$ cat config.mk
export PLATFORM = sky130hd
export DESIGN_NAME = psum_drain
export DESIGN_NICKNAME = d
export VERILOG_FILES = /design/src/rtl/psum_drain.sv
export SDC_FILE = /design/constraint.sdc
export NUM_CORES = 1
export LEC_CHECK = 0
export BUFFER_PORTS_ARGS = -buffer_cell sky130_fd_sc_hd__clkbuf_2
export CAP_MARGIN = 20
export CELL_PAD_IN_SITES_DETAIL_PLACEMENT = 1
export CELL_PAD_IN_SITES_GLOBAL_PLACEMENT = 1
export CORE_ASPECT_RATIO = 0.8
export CORE_MARGIN = 10
export CORE_UTILIZATION = 46
export CTS_CLUSTER_DIAMETER = 120
export CTS_CLUSTER_SIZE = 30
export DETAILED_ROUTE_END_ITERATION = 12
export PLACE_DENSITY = 0.83
export SETUP_SLACK_MARGIN = 0.2
export SYNTH_ARGS = -nofsm -noshare
export SYNTH_HDL_FRONTEND = slang
export SYNTH_SLANG_ARGS = --single-unit
$ cat constraint.sdc
create_clock -name clk -period 4.6 [get_ports clk]
set_input_delay 0.23 -clock clk [delete_from_list [all_inputs] [get_ports clk]]
set_output_delay 0.23 -clock clk [all_outputs]
set_load 0.02 [all_outputs]
$ cat src/rtl/psum_drain.sv
// psum_drain: row FIFO plus column serializer between the core and the readback stream.
// Optional build macro PSUM_DRAIN_RELU_EN clamps negative output words to zero.
module psum_drain #(
    parameter int col     = 8,
    parameter int psum_bw = 16,
    parameter int depth   = 4
) (
    input  logic                       clk,
    input  logic                       reset,
    input  logic                       in_valid,
    input  logic [psum_bw*col-1:0]     in_data,
    output logic                       out_valid,
    input  logic                       out_ready,
    output logic [psum_bw-1:0]         out_data,
    output logic [$clog2(col)-1:0]     out_col,
    output logic                       out_last,
    output logic [$clog2(depth):0]     fifo_count,
    output logic                       overflow,
    input  logic                       clear_ovf
);

    localparam int CW = $clog2(col);
    localparam int PW = $clog2(depth);
    localparam int NW = PW + 1;
    localparam int RW = psum_bw * col;

    typedef enum logic {IDLE, DRAIN} state_t;

    state_t          state;
    logic [RW-1:0]   mem [depth];
    logic [PW-1:0]   wrPtr;
    logic [PW-1:0]   rdPtr;
    logic [PW-1:0]   nextRdPtr;
    logic [NW-1:0]   nextCount;
    logic [CW-1:0]   nextCol;
    logic [RW-1:0]   nextHead;
    logic [psum_bw-1:0] nextSel;
    logic [psum_bw-1:0] nextWord;
    logic            handshake;
    logic            pop;
    logic            push;
    logic            drop;
    logic            full;

    always_comb begin
        handshake = (state == DRAIN) && out_ready;
        pop       = handshake && out_last;
        full      = fifo_count == NW'(depth);
        push      = in_valid && (!full || pop);
        drop      = in_valid && full && !pop;
        nextCount = fifo_count + NW'(push) - NW'(pop);
        nextRdPtr = pop ? rdPtr + 1'b1 : rdPtr;
        nextCol   = out_col;
        if (handshake) begin
            nextCol = pop ? '0 : out_col + 1'b1;
        end
        // A row landing on the next head slot this cycle is not in mem yet.
        nextHead  = (push && wrPtr == nextRdPtr) ? in_data : mem[nextRdPtr];
        nextSel   = nextHead[psum_bw*nextCol +: psum_bw];
`ifdef PSUM_DRAIN_RELU_EN
        nextWord  = nextSel[psum_bw-1] ? '0 : nextSel;
`else
        nextWord  = nextSel;
`endif
    end

    always_ff @(posedge clk) begin
        if (push) begin
            mem[wrPtr] <= in_data;
        end
    end

    always_ff @(posedge clk or negedge reset) begin
        if (!reset) begin
            state      <= IDLE;
            out_valid  <= 1'b0;
            out_data   <= '0;
            out_col    <= '0;
            out_last   <= 1'b0;
            fifo_count <= '0;
            overflow   <= 1'b0;
            wrPtr      <= '0;
            rdPtr      <= '0;
        end else begin
            if (push) begin
                wrPtr <= wrPtr + 1'b1;
            end
            rdPtr      <= nextRdPtr;
            fifo_count <= nextCount;
            if (drop) begin
                overflow <= 1'b1;
            end else if (clear_ovf) begin
                overflow <= 1'b0;
            end
            if (nextCount != '0) begin
                state     <= DRAIN;
                out_valid <= 1'b1;
                out_data  <= nextWord;
                out_col   <= nextCol;
                out_last  <= nextCol == CW'(col - 1);
            end else begin
                state     <= IDLE;
                out_valid <= 1'b0;
                out_data  <= '0;
                out_col   <= '0;
                out_last  <= 1'b0;
            end
        end
    end

endmodule

==> flow_summary.yaml <==
layout:
  fin_cells: 2355
  flow.area_growth_from_synthesis_pct: 15.8
  finish.net_count: 1848
  fraction_of_layout_instances_using_a_drive_strength_above_1_pct: 19.2
  final_cell_mix: "sky130_fd_sc_hd__edfxtp_1, sky130_fd_sc_hd__nand2_1, sky130_fd_sc_hd__clkbuf_2, sky130_fd_sc_hd__dlygate4sd3_1, sky130_fd_sc_hd__mux4_2"
  layout.cells.most_common: "sky130_fd_sc_hd__edfxtp_1"
worst_setup_path:
  worst_setup_path_endpoint: "out_data[3]"
  worstRegToRegCells: 16
  criticalPathCategory: "flip-flop to flip-flop"
  path_buf_inv: 6
  reg2reg_from: "state"
  critical_path.slowest_cell: "sky130_fd_sc_hd__dfrtp_1"
  crit_fanout: 20
  wp_data_required_ns: 5.07
  timing.rr.end: "out_data[3]"
  cell_chain_of_the_critical_path: "nand3_2, buf_4, inv_4, ha_1, inv_1, ha_1, inv_1, fa_1, xnor2_1, xnor2_1, nor3_1, inv_1, o21ai_1, buf_4, nor3_1, o2bb2ai_1"
  critical-path-max-stage-delay_ns: 0.53
  cp_data_arrival_time_ns: 4.38
  ff_to_ff_setup_slack_ns: 0.69
  launching_element_type_of_the_critical_path: "flip-flop"
  worst-path-stages: 16
  cp_common_cell: "sky130_fd_sc_hd__inv_1"
  cpLargestDelayFamily: "buffers and inverters"
  setup.worst_path.end_class: "flip-flop"
  crit_start: "state"
power:
  power.static_leakage_nw: 9.01
  power_density_nw_per_um2: 650
  max-vdd-ir-drop_v: 0.000423
synth:
  ys.warnings.count: 0
  netlist_area_sq_um: 22600
  netlist-cell-type-count: 67
  synth_edf_count: 512
  synth_async_sr_flop_share_pct: 5.36
  synth_area_per_cell_sq_um: 15.7
  synth_sequential_area_ratio_pct: 71.2
  netlist_instances: 1439
  postSynthNetCount: 1580
  yosys_register_bits: 541
  synth_flop_cell: "sky130_fd_sc_hd__edfxtp_1"
routing:
  vias: 14600
  remaining_antenna_violation_count: 0
  totalWireLength_mm: 68.9
  routedWlPerCell_um: 29.3
  route.detailed.drc: 0
  via_per_inst: 6.21
  drt_first_pass_iters: 5
  drt_iter0_markers: 1977
timing:
  slew-limit-headroom_pct: 26.2
  setup_repair_after_global_routing_missed_its_margin: "no"
  finClkSkew_ns: 0.0339
  tns_ns: 0
  timing_worst_slew_pin_value_ns: 1.11
  fmax_ghz: 0.256
  report.final.hold_viol_count: 0
  timing.final.max_slew_violations: 0
  final.period_utilization_pct: 85.0
  finalSetupViolations: 0
  fin_crit_ns: 3.91
floorplanning:
  die_y_um: 218
  io_pins: 158
  dieArea_sq_um: 58500
  core_region_area_sq_um: 48500
  dieWidth_um: 268
  cell_row_count: 72
  floorplan.initialDensity_pct: 46.7
global_routing:
  grt_util_all_layers_pct: 23.2
  grt_max_degree: 114
  grt_pass1_vias: 15500
  grt_first_pass_wirelength_mm: 102
  grt_antenna_before_repair: 4
  grt_overflow_total: 0
clock_network:
  inserted_clock_buffers: 22
  post_cts_resize_count: 0
  clock_sinks: 541
  clock_tree.root_cell: "sky130_fd_sc_hd__clkbuf_16"
  cts_tree: "yes"
  htreeDepth: 1
  cts.reportedPaths.clkPinSlew_ns: 0.12
  insertion_delay_of_the_later_clocked_pin_in_the_worst_skew_pair_ns: 0.60
  cts_max_path_buffers: 3
place:
  finalWeightedCongestion: 0.817
  place.detailed.hpwl_mm: 43.8
  port_buffers: 157
  numPlacedInstances: 2180
run:
  drv.max_cap_violation_count: 0
hold_path:
  hold_path.class: "input pin to async pin"
run_status:
  result_of_the_run: "completed"
## flip-flops by register name (all words and copies together) (netlist names)
signal / cells
mem: 512
out_data: 16
fifo_count: 3
out_col: 3
rdPtr: 2
wrPtr: 2
out_last: 1
overflow: 1
state: 1
## layout make-up
class	instances	area [sq um]
fillers	4589	22300
flip-flops and latches	541	16100
multi-input cells	794	6040
repair buffers	332	2510
well taps	629	787
clock buffers	38	632
inverters	16	70.1
clock inverters	2	32.5
diodes	3	7.51
## worst reg2reg max path, stage by stage, from the launching register on
cell	delay, ns
sky130_fd_sc_hd__dfrtp_1	0.53
sky130_fd_sc_hd__nand3_2	0.13
sky130_fd_sc_hd__buf_4	0.24
sky130_fd_sc_hd__inv_4	0.21
sky130_fd_sc_hd__ha_1	0.27
sky130_fd_sc_hd__inv_1	0.06
sky130_fd_sc_hd__ha_1	0.14
sky130_fd_sc_hd__inv_1	0.05
sky130_fd_sc_hd__fa_1	0.41
sky130_fd_sc_hd__xnor2_1	0.15
sky130_fd_sc_hd__xnor2_1	0.16
sky130_fd_sc_hd__nor3_1	0.45
sky130_fd_sc_hd__inv_1	0.22
sky130_fd_sc_hd__o21ai_1	0.13
sky130_fd_sc_hd__buf_4	0.33
sky130_fd_sc_hd__nor3_1	0.14
sky130_fd_sc_hd__o2bb2ai_1	0.17
## kinds of logic (layout without fill, tap and decap cells)
kind of cell / after synthesis / in the layout / synth area share (%)
other: 0 / 3 / 0
xor gates and xnor gates: 7 / 7 / 0.354
adders and majority gates: 8 / 8 / 0.476
AOI/OAI and AO/OA: 202 / 202 / 6.10
DFF: 541 / 541 / 71.2
muxes: 160 / 160 / 11.6
buffers and inverters: 104 / 388 / 2.30
and+or+nand+nor: 417 / 417 / 7.95
## cells in the mapped netlist, drive strengths merged (4+ instances only)
cell type    n  area, sq um
edfxtp     512        15400
nand2      285         1070
mux4        82         1850
mux2i       78          781
nand3       69          350
buf         54          329
a21oi       51          255
a31oi       36          225
clkbuf      34          128
dfrtp       29          726
o21ai       19         95.1
a32oi       18          158
o22ai       17          106
inv         15         58.8
nor3        13         65.1
a2111oi     10         87.6
nor2        10         37.5
o2bb2ai      9         78.8
a221oi       8         76.3
and2         7         43.8
ha           7         87.6
nand4        7         43.8
a211oi       6         45.0
nand2b       5         31.3
xnor2        5         62.6
nand3b       4         30.0
nor2b        4         25.0
## layer usage
metal	global-route usage (%)	up-vias	wire [um]
met5	0	-	24
met1	30.3	7580	26400
met3	4.29	143	5910
li1	-	6143	-
met4	8.52	6	2530
met2	38.4	752	34100
## stage by stage
step           cell area (sq um)  power, mW  hold WS, ns  utilization, %  setup WS [ns]
2_1_floorplan              22600       11.7      -0.0656               -          0.697
3_3_place_gp               24200       14.0        0.447            49.9           1.03
3_5_place_dp               24200       14.4        0.455            49.9          0.796
4_1_cts                    26200       17.0        0.147            54.0          0.742
5_1_grt                    26200       17.8       0.0965            54.0          0.357
6_report                   26200       17.0       0.0728            54.0          0.690
## worst min-delay path by stage
stage	from	to	slack, ns	cells past startpoint
finish	reset	out_data[8]	0.07	2
detailed placement	clear_ovf	overflow	0.45	2
global placement	reset	out_data[1]	0.45	1
floorplan	reset	fifo_count[0]	-0.07	0
global route	reset	out_data[1]	0.1	2
CTS	in_valid	wrPtr[0]	0.15	5
## where the power goes
group | internal, mW | switching, mW | leakage, nW
clock | 0.970 | 1.52 | 0.315
sequential | 6.54 | 0.464 | 5.03
combinational | 2.63 | 4.89 | 3.66
## timing repair
action,in CTS,in global routing
hold buffers,131,0
setup buffers,0,0
hold endpoints to repair,542,0
setup endpoints to repair,0,0
Note: power is estimated with default switching activity, not from simulation.
